**src/rtl/icache_refill_ctrl.sv**
```systemverilog
// icache_refill_ctrl: icache controller with a multi-beat line refill engine and kill drain
module icache_refill_ctrl #(
    parameter int ADDR_W = 32,
    parameter int MEM_DW = 32,
    parameter int BEATS = 4,
    localparam int LINE_W = MEM_DW * BEATS
) (
    input  logic              clk_i,
    input  logic              rst_i,
    input  logic              if2icache_req_i,
    input  logic              if2icache_req_kill_i,
    input  logic [ADDR_W-1:0] if2icache_addr_i,
    input  logic              imem_sel_i,
    output logic              icache2if_ack_o,
    input  logic              cache_hit_i,
    output logic              cache_wr_o,
    output logic [ADDR_W-1:0] cache_wr_addr_o,
    output logic [LINE_W-1:0] cache_wr_line_o,
    output logic              icache2mem_req_o,
    output logic [ADDR_W-1:0] icache2mem_addr_o,
    input  logic [MEM_DW-1:0] mem2icache_data_i,
    input  logic              mem2icache_ack_i,
    output logic              refill_busy_o
);
    localparam int BYTES = MEM_DW / 8;
    localparam int OFF_W = $clog2(BEATS * BYTES);
    localparam int CNT_W = $clog2(BEATS);
    localparam logic [ADDR_W-1:0] OFF_MASK = ADDR_W'((1 << OFF_W) - 1);
    localparam logic [CNT_W-1:0] LAST = CNT_W'(BEATS - 1);
    localparam logic [1:0] IDLE = 2'd0;
    localparam logic [1:0] REFILL = 2'd1;
    localparam logic [1:0] WRITE = 2'd2;
    localparam logic [1:0] DRAIN = 2'd3;

    logic [1:0]        state;
    logic [CNT_W-1:0]  cnt;
    logic [ADDR_W-1:0] line_addr;
    logic [LINE_W-1:0] line_buf;
    logic              ack;
    logic              kill;
    logic              lookup;

    assign kill = if2icache_req_kill_i | ~imem_sel_i;
    assign lookup = if2icache_req_i & imem_sel_i & ~if2icache_req_kill_i;

    // All outputs come straight from registered state
    always_comb begin
        icache2if_ack_o = ack;
        cache_wr_o = state == WRITE;
        cache_wr_addr_o = line_addr;
        cache_wr_line_o = line_buf;
        icache2mem_req_o = (state == REFILL) || (state == DRAIN);
        icache2mem_addr_o = line_addr + ADDR_W'(cnt) * ADDR_W'(BYTES);
        refill_busy_o = state != IDLE;
    end

    // Hit ack, refill sequencing and line assembly; a kill without a beat ack parks in DRAIN
    always_ff @(posedge clk_i) begin
        if (rst_i) begin
            state <= IDLE;
            cnt <= '0;
            line_addr <= '0;
            line_buf <= '0;
            ack <= 1'b0;
        end else begin
            ack <= (state == IDLE) && lookup && cache_hit_i;
            case (state)
                IDLE: if (lookup && !cache_hit_i) begin
                    line_addr <= if2icache_addr_i & ~OFF_MASK;
                    cnt <= '0;
                    state <= REFILL;
                end
                REFILL: if (mem2icache_ack_i) begin
                    line_buf[cnt*MEM_DW +: MEM_DW] <= mem2icache_data_i;
                    cnt <= cnt + 1'b1;
                    state <= kill ? IDLE : (cnt == LAST) ? WRITE : REFILL;
                end else if (kill) begin
                    state <= DRAIN;
                end
                WRITE: state <= IDLE;
                DRAIN: if (mem2icache_ack_i) state <= IDLE;
                default: state <= IDLE;
            endcase
        end
    end
endmodule
```
**config.mk**
```make
export PLATFORM = sky130hd
export DESIGN_NAME = icache_refill_ctrl
export DESIGN_NICKNAME = d
export VERILOG_FILES = /design/src/rtl/icache_refill_ctrl.sv
export SDC_FILE = /design/constraint.sdc
export NUM_CORES = 1
export LEC_CHECK = 0
export CORE_AREA = 2 2 172 132
export DETAILED_ROUTE_END_ITERATION = 10
export DIE_AREA = 0 0 174 134
export GPL_ROUTABILITY_DRIVEN = 0
export SLEW_MARGIN = 30
export SYNTH_ARGS = -nofsm -noshare
export SYNTH_HDL_FRONTEND = slang
export SYNTH_SLANG_ARGS = --single-unit
export TNS_END_PERCENT = 50
```
**constraint.sdc**
```tcl
create_clock -name clk_i -period 2.4 [get_ports clk_i]
set_clock_uncertainty 0.1 [all_clocks]
set_input_delay 0.48 -clock clk_i [delete_from_list [all_inputs] [get_ports clk_i]]
set_output_delay 0.48 -clock clk_i [all_outputs]
set_load 0.01 [all_outputs]
```
Word level (Yosys, flattened, before mapping):

Index checks and enable logic that the tools add are counted.

* flip-flop bits (word level): 161
* bits of input ports: 71
* word-level logic and storage cells: 46

* equal/unequal tests: 8
* shift operators: 2
* bitwise logic cells: 5
* mux-type cells: 11
* reductions and logical operators: 12
* $add $sub $neg: 3

Operators with widths (number)
* $bwmux 128: 1
* $shift 32x34->128 const A: 1
* $shiftx 32x34->128: 1
* $neg 7->34: 1
* $add 32x4->32: 1
* $mux 2: 8
* $pmux 2 s4: 1
* $eq 2x2->1 const B: 3
* $reduce_and 3->1: 2
* $ne 2x2->1 const B: 2
* $pmux 2 s2: 1
* $reduce_and 2->1: 2
* $reduce_bool 2->1: 2
* $logic_and 1x1->1: 3
* $ne 3x3->1 const B: 1
* $add 2x1->2 const B: 1
* $and 1x1->1: 2
* $eq 2x1->1 const B: 1
* $logic_not 2->1: 1
* $ne 2x1->1 const B: 1
* $not 1->1: 2
* $logic_not 1->1: 1
* $logic_or 1x1->1: 1
* $or 1x1->1: 1

Depth between registers and ports, before layout:

Gate-level depths: netlist (run 1).

* depth in word-level cells: 5
* gate-level depth with buffers: 8

Worst setup path before layout (run 1):

Ideal clock, no wire load.

* path type: reg-to-reg
* start point: reg cnt[0]
* end point: reg line_buf[111] (netlist: cache_wr_line_o[111])
* setup slack: 0.371 ns
* clock period less this slack: 2.029 ns
* required time: 2.230 ns
* path buffers: 2
* library setup time: 0.070 ns
* stages on the path, launching flop included: 8
* data arrival time: 1.858 ns
* cell sequence: dfxtp_1 clkbuf_2 inv_1 ha_1 nor3b_2 buf_2 nand3_1 a21oi_1

* word-level cells in the longest chain between the ends: 3
* elaborated cells between the ends (all ways): 4
* those cells by class: 1 x add/sub; 2 x shift; 1 x mux

RTL lines
* from (decl): RTL line 36 `logic [CNT_W-1:0] cnt;`
* from (signal assigned): RTL line 75 `cnt <= cnt + 1'b1;`
* $neg 7->34 *: RTL line 74 `line_buf[cnt*MEM_DW +: MEM_DW] <= mem2icache_data_i;`
* $shiftx 32x34->128 or $shift 32x34->128 (tied branches): RTL line 74
* $bwmux 128 *: RTL line 74
* to (signal, indexed assignment): RTL line 74
* to (decl): RTL line 38 `logic [LINE_W-1:0] line_buf;`

Mark *: on every way between the ends. The rest lies on a longest branch, timed or not.
A chain may end at the register's enable or synchronous reset.

Worst setup path after layout (run 1):

* start point: reg state[1]
* end point: out cache_wr_o

* word-level cells in the longest chain between the ends: 1

RTL lines
* from (decl): RTL line 35 `logic [1:0] state;`
* from (signal assigned): RTL line 76 `state <= kill ? IDLE : (cnt == LAST) ? WRITE : REFILL;`
* $eq 2x2->1: RTL line 49 `cache_wr_o = state == WRITE;`
* to (decl): RTL line 16 `output logic cache_wr_o,`

Every way passes these cells.

==> results of run 1 <==
## stage by stage
stage / std cells / setup WS [ps] / instance area, µm²
after CTS: 1271 / 49.90 / 9647
after global routing: 1271 / 105.5 / 9648
after global placement: 1240 / 224.9 / 9036
final: 1271 / 170.9 / 9648
after floorplan: 762 / 371.4 / 6386
after detailed placement: 1240 / 188.9 / 9036
## logic make-up after synthesis
group	count (synthesis)	synth area share [%]
adders and majority gates	5	0.9825
AOI/OAI and AO/OA	132	10.49
muxes	29	4.579
buffers and inverters	104	8.862
DFF	161	50.62
other	1	0.05889
and+or+nand+nor	325	24.41
## final cells by class
cell class / instances / area [µm²]
Fill cell: 2151 / 11990
Clock inverter: 11 / 153.9
Tap cell: 294 / 367.9
Sequential cell: 161 / 3224
Multi-Input combinational cell: 497 / 2623
Clock buffer: 20 / 456.7
Inverter: 4 / 15.01
Timing Repair Buffer: 284 / 2808
## worst reg2reg max path, delay by kind of cell (launching register included)
kind	cells	cell delay, ps
AOI/OAI and AO/OA	1	190
adders and majority gates	1	400
buffers and inverters	2	410
DFF	1	410
and+or+nand+nor	2	440
## per-layer routing
layer	part of all wire (%)	vias up
met5	0	-
met4	1.2	0
met3	7.3	16
met2	44	177
met1	48	2784
li1	-	2941
## registers in the layout, summed over array words and instances, names as in the netlist
| register | count |
|---|---|
| cache_wr_addr_o | 28 |
| cnt | 2 |
| cache_wr_line_o | 128 |
| icache2if_ack_o | 1 |
| state | 2 |
## worst paths after layout
path	slack (ps)	end	depth (start not counted)
worst max register to register	380	cache_wr_line_o[19]$_SDFFE_PP0P_	6
worst min register to register	350	cache_wr_line_o[32]$_SDFFE_PP0P_	2
worst max-delay path	170	cache_wr_o	2
worst min-delay path	350	cache_wr_line_o[32]$_SDFFE_PP0P_	2
## layout by cell type (no fill, tap or decap), types with 3 or more instances in the layout
cell type	count
sky130_fd_sc_hd__ha_1	5
sky130_fd_sc_hd__o21ai_0	32
sky130_fd_sc_hd__inv_1	3
sky130_fd_sc_hd__buf_12	3
sky130_fd_sc_hd__and4b_1	4
sky130_fd_sc_hd__conb_1	6
sky130_fd_sc_hd__buf_4	26
sky130_fd_sc_hd__nand3b_1	17
sky130_fd_sc_hd__mux2i_1	28
sky130_fd_sc_hd__dfxtp_1	160
sky130_fd_sc_hd__clkdlybuf4s50_1	255
sky130_fd_sc_hd__nand4b_1	4
sky130_fd_sc_hd__a21oi_1	98
sky130_fd_sc_hd__nand3_1	114
sky130_fd_sc_hd__bufinv_16	3
sky130_fd_sc_hd__clkbuf_16	17
sky130_fd_sc_hd__nand2b_1	3
sky130_fd_sc_hd__nand2_1	168
## power by group
| group | leakage [nW] | total (mW) | internal (mW) | switching [mW] |
|---|---|---|---|---|
| registers | 1.30 | 2.70 | 2.69 | 0.0138 |
| logic | 1.64 | 0.378 | 0.190 | 0.188 |
| clock network | 0.299 | 2.86 | 1.70 | 1.16 |
## repair_timing
action                                  4_1_cts  5_1_grt
gates resized for setup                       0        1
hold buffers                                  0        0
endpoints found under the setup margin        0        1
==> flow_results.xml, run 1 <==
<?xml version="1.0" encoding="UTF-8"?>
<metrics>
  <group name="status">
    <metric name="outcome" unit="">finished clean</metric>
  </group>
  <group name="sta">
    <metric name="timing_max_transition_violations_final" unit="">0</metric>
    <metric name="max_clock_freq" unit="MHz">448.6</metric>
    <metric name="grt_setup_unrepaired" unit="">false</metric>
    <metric name="finalSetupViolations" unit="">0</metric>
    <metric name="fin_crit" unit="ps">2229</metric>
    <metric name="final_hold_viol_count" unit="">0</metric>
    <metric name="layout_worst_path_cycle_share" unit="%">92.88</metric>
    <metric name="relSlewSlack" unit="%">61.18</metric>
    <metric name="hold_slack" unit="ps">348.2</metric>
    <metric name="worstMarginPinSlew" unit="ps">582.3</metric>
    <metric name="setup_tns" unit="ps">0</metric>
  </group>
  <group name="floorplanning">
    <metric name="floorplan.initialDensity" unit="%">29.42</metric>
    <metric name="coreArea" unit="µm²">21640</metric>
    <metric name="fp-row-count" unit="">47</metric>
    <metric name="die_h" unit="µm">134</metric>
    <metric name="num_io_pins" unit="">267</metric>
    <metric name="dieWidth" unit="µm">174</metric>
    <metric name="dieArea" unit="µm²">23320</metric>
  </group>
  <group name="clocking">
    <metric name="clkSlewWorstSetupHoldPaths" unit="ps">70</metric>
    <metric name="htreeDepth" unit="">4</metric>
    <metric name="postCtsSetupBuffers" unit="">0</metric>
    <metric name="clock_insertion_delay_worst_skew" unit="ps">420</metric>
    <metric name="tritoncts_clock_tree" unit="">built</metric>
    <metric name="clkSinkCount" unit="">161</metric>
    <metric name="buffer_depth_of_the_longest_clock_path" unit="">2</metric>
    <metric name="clockRootBuffer" unit="">sky130_fd_sc_hd__clkbuf_16</metric>
    <metric name="cts_inserted_buffers" unit="">17</metric>
  </group>
  <group name="worst_setup_path">
    <metric name="startpoint_type" unit="">flip-flop</metric>
    <metric name="cp.buffers_inverters" unit="">1</metric>
    <metric name="worstPathMaxFanout" unit="">12</metric>
    <metric name="setup.worst_path.class" unit="">reg2out</metric>
    <metric name="crit_path_max_incr_delay" unit="ps">550</metric>
    <metric name="crit_slowest_cell" unit="">sky130_fd_sc_hd__clkdlybuf4s50_1</metric>
    <metric name="worst_setup_path_startpoint" unit="">state[1]$_SDFFE_PP0P_</metric>
    <metric name="data_arrival_time_of_the_critical_path" unit="ps">1650</metric>
    <metric name="cp_cell_sequence" unit="">nor2b_1, clkdlybuf4s50_1</metric>
    <metric name="critPathTopFamily" unit="">buffers and inverters</metric>
    <metric name="critical_path.endpoint_type" unit="">primary output</metric>
    <metric name="cp_data_required_time" unit="ps">1820</metric>
    <metric name="worstReg2RegStart" unit="">cnt[1]$_SDFFE_PP0P_</metric>
  </group>
  <group name="drt">
    <metric name="drt-wirelength-per-cell" unit="µm">16.85</metric>
    <metric name="routed_wl" unit="µm">21420</metric>
    <metric name="detail_route.drc_violations" unit="">0</metric>
    <metric name="firstDrtPassIters" unit="">4</metric>
    <metric name="detailroute.via_count" unit="">5918</metric>
    <metric name="drt-vias-per-instance" unit="">4.656</metric>
    <metric name="drt_iter0_drc" unit="">370</metric>
    <metric name="ant_nets" unit="">0</metric>
  </group>
  <group name="worst_hold_path">
    <metric name="hold_class" unit="">reg2reg</metric>
    <metric name="timing.hold.worst.start" unit="">cache_wr_line_o[32]$_SDFFE_PP0P_</metric>
  </group>
  <group name="yosys">
    <metric name="synth_area_per_cell" unit="µm²">8.411</metric>
    <metric name="postSynthCellCount" unit="">757</metric>
    <metric name="most_frequent_cell_after_synthesis" unit="">sky130_fd_sc_hd__nand2_1</metric>
    <metric name="synth_top_cells_by_area" unit="">sky130_fd_sc_hd__dfxtp_1 51%, sky130_fd_sc_hd__nand2_1 9.9%, sky130_fd_sc_hd__nand3_1 9.0%, sky130_fd_sc_hd__a21oi_1 7.7%, sky130_fd_sc_hd__mux2i_1 4.4%</metric>
    <metric name="postSynth.asyncResetShare" unit="%">0</metric>
    <metric name="count_of_flip_flops_with_a_built_in_enable_after_synthesis" unit="">0</metric>
    <metric name="yosys_most_used_dff" unit="">sky130_fd_sc_hd__dfxtp_1</metric>
    <metric name="postSynthRegisterBits" unit="">161</metric>
    <metric name="synth_common_cells" unit="">168 x sky130_fd_sc_hd__nand2_1, 161 x sky130_fd_sc_hd__dfxtp_1, 114 x sky130_fd_sc_hd__nand3_1, 98 x sky130_fd_sc_hd__a21oi_1, 41 x sky130_fd_sc_hd__clkbuf_1</metric>
    <metric name="netlist.area_leader.share" unit="%">50.62</metric>
    <metric name="synth.distinct_cells" unit="">36</metric>
    <metric name="synth_area_leader_cell" unit="">sky130_fd_sc_hd__dfxtp_1</metric>
    <metric name="ys_warn_count" unit="">0</metric>
    <metric name="synth_sequential_area_ratio" unit="%">50.62</metric>
    <metric name="synth.cell_area" unit="µm²">6367</metric>
  </group>
  <group name="grt">
    <metric name="number_of_global_route_vias_before_repair" unit="">5647</metric>
    <metric name="grt_antenna_before_repair" unit="">0</metric>
    <metric name="groute.usage.overall" unit="%">17.94</metric>
    <metric name="global_route.usage.met2" unit="%">26.36</metric>
    <metric name="met1_usage" unit="%">25.12</metric>
    <metric name="global_route.peak_usage_layer" unit="">met2</metric>
    <metric name="grt_remaining_overflow" unit="">0</metric>
    <metric name="grt_util_met3" unit="%">5.924</metric>
    <metric name="grt_start_max_net_pins" unit="">122</metric>
    <metric name="grt_pass1_wl" unit="µm">32630</metric>
  </group>
  <group name="pwr">
    <metric name="design_power_total" unit="mW">5.939</metric>
    <metric name="irDropWorstVdd" unit="V">0.0004001</metric>
    <metric name="total_leakage_power" unit="nW">3.240</metric>
    <metric name="p_per_area" unit="nW/µm²">615.6</metric>
  </group>
  <group name="place">
    <metric name="place.detailed.hpwl" unit="µm">14710</metric>
    <metric name="placement.io_buffers" unit="">256</metric>
  </group>
  <group name="layout">
    <metric name="layout_cell_share_with_drive_strength_beyond_1" unit="%">6.960</metric>
    <metric name="syn_to_final_growth" unit="%">51.52</metric>
    <metric name="final_util" unit="%">44.58</metric>
    <metric name="final_net_count" unit="">1041</metric>
    <metric name="diodes_inserted" unit="">0</metric>
  </group>
  <group name="run">
    <metric name="maxCapViolCount" unit="">0</metric>
  </group>
</metrics>
Note: power is estimated with default switching activity, not from simulation.
==> run 2: changes to the inputs <==
--- a/config.mk
+++ b/config.mk
@@ -5,11 +5,14 @@
 export SDC_FILE = /design/constraint.sdc
 export NUM_CORES = 1
 export LEC_CHECK = 0
+export CELL_PAD_IN_SITES_DETAIL_PLACEMENT = 0
+export CELL_PAD_IN_SITES_GLOBAL_PLACEMENT = 1
 export CORE_AREA = 2 2 172 132
 export DETAILED_ROUTE_END_ITERATION = 10
 export DIE_AREA = 0 0 174 134
 export GPL_ROUTABILITY_DRIVEN = 0
-export SLEW_MARGIN = 30
+export PLACE_DENSITY_LB_ADDON = 0.1
+export SLEW_MARGIN = 10
 export SYNTH_ARGS = -nofsm -noshare
 export SYNTH_HDL_FRONTEND = slang
 export SYNTH_SLANG_ARGS = --single-unit
==> run 2 against run 1 <==
Against the previous run:
- via count hardly changed
- sequential share of layout area hardly changed
- hold slack hardly changed
- highest routed layer unchanged
- core utilization is 0.081 points lower
- die area stayed put
- count of clock-buffer cells in the layout is 2 lower
- first-iteration DRC count is 3.5% higher
- critical path type unchanged
==> flow_results.xml, run 2 (synthesis results as in run 1) <==
<?xml version="1.0" encoding="UTF-8"?>
<metrics>
  <group name="worst_hold_path">
    <metric name="worst_hold_path.endpoint" unit="">cache_wr_line_o[32]$_SDFFE_PP0P_</metric>
    <metric name="hold_class" unit="">reg2reg</metric>
    <metric name="timing.hold.worst.start" unit="">cache_wr_line_o[32]$_SDFFE_PP0P_</metric>
    <metric name="hold_depth" unit="">2</metric>
  </group>
  <group name="drt">
    <metric name="detail_route.drc_violations" unit="">0</metric>
    <metric name="drt-wirelength-per-cell" unit="µm">17.30</metric>
    <metric name="detailroute.via_count" unit="">5920</metric>
    <metric name="drt-vias-per-instance" unit="">4.654</metric>
    <metric name="ant_nets" unit="">0</metric>
    <metric name="routed_wl" unit="µm">22000</metric>
    <metric name="drt_iter0_drc" unit="">383</metric>
    <metric name="firstDrtPassIters" unit="">4</metric>
  </group>
  <group name="sta">
    <metric name="worstMarginPinSlew" unit="ps">728.7</metric>
    <metric name="finalSetupViolations" unit="">0</metric>
    <metric name="relSlewSlack" unit="%">51.42</metric>
    <metric name="max_clock_freq" unit="MHz">444.0</metric>
    <metric name="fin_crit" unit="ps">2252</metric>
    <metric name="grt_setup_unrepaired" unit="">false</metric>
    <metric name="timing_max_transition_violations_final" unit="">0</metric>
    <metric name="final_hold_viol_count" unit="">0</metric>
    <metric name="hold_slack" unit="ps">348.3</metric>
    <metric name="layout_worst_path_cycle_share" unit="%">93.85</metric>
    <metric name="setup_tns" unit="ps">0</metric>
  </group>
  <group name="pwr">
    <metric name="p_per_area" unit="nW/µm²">607.3</metric>
    <metric name="total_leakage_power" unit="nW">3.218</metric>
    <metric name="irDropWorstVdd" unit="V">0.0004878</metric>
  </group>
  <group name="clocking">
    <metric name="post_cts_resize_count" unit="">0</metric>
    <metric name="clock_insertion_delay_worst_skew" unit="ps">420</metric>
    <metric name="htreeDepth" unit="">4</metric>
    <metric name="postCtsSetupBuffers" unit="">0</metric>
    <metric name="buffer_depth_of_the_longest_clock_path" unit="">2</metric>
    <metric name="clkSinkCount" unit="">161</metric>
    <metric name="hold_buf_cts" unit="">0</metric>
    <metric name="cts_inserted_buffers" unit="">17</metric>
    <metric name="tritoncts_clock_tree" unit="">built</metric>
    <metric name="clkSlewWorstSetupHoldPaths" unit="ps">70</metric>
    <metric name="clockRootBuffer" unit="">sky130_fd_sc_hd__clkbuf_16</metric>
  </group>
  <group name="floorplanning">
    <metric name="fp-row-count" unit="">47</metric>
    <metric name="dieWidth" unit="µm">174</metric>
    <metric name="dieArea" unit="µm²">23320</metric>
    <metric name="floorplan.initialDensity" unit="%">29.42</metric>
    <metric name="num_io_pins" unit="">267</metric>
    <metric name="coreArea" unit="µm²">21640</metric>
    <metric name="die_h" unit="µm">134</metric>
  </group>
  <group name="worst_setup_path">
    <metric name="startpoint_type" unit="">flip-flop</metric>
    <metric name="regToRegSetupSlack" unit="ps">380</metric>
    <metric name="worstReg2RegStart" unit="">cnt[1]$_SDFFE_PP0P_</metric>
    <metric name="cp_data_required_time" unit="ps">1820</metric>
    <metric name="reg2reg_to" unit="">cache_wr_line_o[93]$_SDFFE_PP0P_</metric>
    <metric name="crit_slowest_cell" unit="">sky130_fd_sc_hd__clkdlybuf4s50_1</metric>
    <metric name="data_arrival_time_of_the_critical_path" unit="ps">1670</metric>
    <metric name="cp_cell_sequence" unit="">or2_2, clkdlybuf4s50_1</metric>
    <metric name="setup.worst_path.class" unit="">reg2out</metric>
    <metric name="worstPathMaxFanout" unit="">12</metric>
    <metric name="crit_path_max_incr_delay" unit="ps">550</metric>
    <metric name="critical_path.endpoint_type" unit="">primary output</metric>
    <metric name="rr_worst_depth" unit="">6</metric>
  </group>
  <group name="layout">
    <metric name="syn_to_final_growth" unit="%">51.25</metric>
    <metric name="final_common_cell" unit="">sky130_fd_sc_hd__clkdlybuf4s50_1</metric>
    <metric name="layout_common_cells" unit="">255 x sky130_fd_sc_hd__clkdlybuf4s50_1, 168 x sky130_fd_sc_hd__nand2_1, 161 x sky130_fd_sc_hd__dfxtp_1</metric>
    <metric name="final_net_count" unit="">1041</metric>
    <metric name="max_reg_flops" unit="">128</metric>
    <metric name="layout_cell_share_with_drive_strength_beyond_1" unit="%">6.960</metric>
  </group>
  <group name="grt">
    <metric name="grt_antenna_before_repair" unit="">1</metric>
    <metric name="number_of_global_route_vias_before_repair" unit="">5591</metric>
    <metric name="grt_start_max_net_pins" unit="">68</metric>
    <metric name="grt_pass1_wl" unit="µm">33290</metric>
    <metric name="grt_remaining_overflow" unit="">0</metric>
    <metric name="groute.usage.overall" unit="%">18.37</metric>
  </group>
  <group name="place">
    <metric name="placement.io_buffers" unit="">256</metric>
    <metric name="place.detailed.hpwl" unit="µm">15160</metric>
  </group>
  <group name="status">
    <metric name="outcome" unit="">finished clean</metric>
  </group>
  <group name="run">
    <metric name="maxCapViolCount" unit="">0</metric>
  </group>
</metrics>
run 2: critical path: cells and delay by family, from the launching register on:
kind	cells	cell delay [ps]
buffers and inverters	1	550
AND/OR/NAND/NOR	1	180
flip-flops	1	530
run 2: power breakdown:
part | total, mW | switching, mW | internal [mW]
clock network | 2.77 | 1.19 | 1.57
logic | 0.381 | 0.193 | 0.188
registers | 2.70 | 0.0122 | 2.69
run 2: layer usage:
layer	global-route usage, %	up-vias	share of wire (%)
li1	-	2942	-
met1	26.74	2785	50
met2	26.01	181	42
met3	6.491	12	7.6
met4	3.735	0	0.82
met5	0	-	0
run 2: layout make-up:
class,instances,area (µm²)
inverter,4,15.01
fill,2195,12010
sequential,161,3223
clock inverter,13,152.6
multi-input combinational,497,2623
timing repair buffer,284,2808
antenna,1,2.502
clock buffer,18,439.2
tap,294,367.9
run 2: worst max path at each step:
stage                     startpoint                                end  cells after the start  slack (ps)
2_1_floorplan    cnt[0]$_SDFFE_PP0P_  cache_wr_line_o[111]$_SDFFE_PP0P_                      7         370
3_3_place_gp              imem_sel_i   cache_wr_addr_o[26]$_SDFFE_PP0P_                      5         190
3_5_place_dp              imem_sel_i   cache_wr_addr_o[19]$_SDFFE_PP0P_                      5         150
4_1_cts        state[1]$_SDFFE_PP0P_                         cache_wr_o                      2         130
5_1_grt        state[1]$_SDFFE_PP0P_                      refill_busy_o                      2          80
6_report       state[1]$_SDFFE_PP0P_                      refill_busy_o                      2         150
run 2: per-stage QoR:
stage | worst slack, ps | cell area [µm²] | total power, mW | util, % | cells
3_5_place_dp | 149.2 | 9036 | 3.145 | 41.76 | 1240
2_1_floorplan | 371.4 | 6386 | 2.922 | - | 762
6_report | 147.5 | 9630 | 5.848 | 44.50 | 1272
3_3_place_gp | 187.7 | 9036 | 3.146 | 41.76 | 1240
5_1_grt | 76.06 | 9628 | 6.069 | 44.49 | 1271
4_1_cts | 127.2 | 9628 | 5.928 | 44.49 | 1271
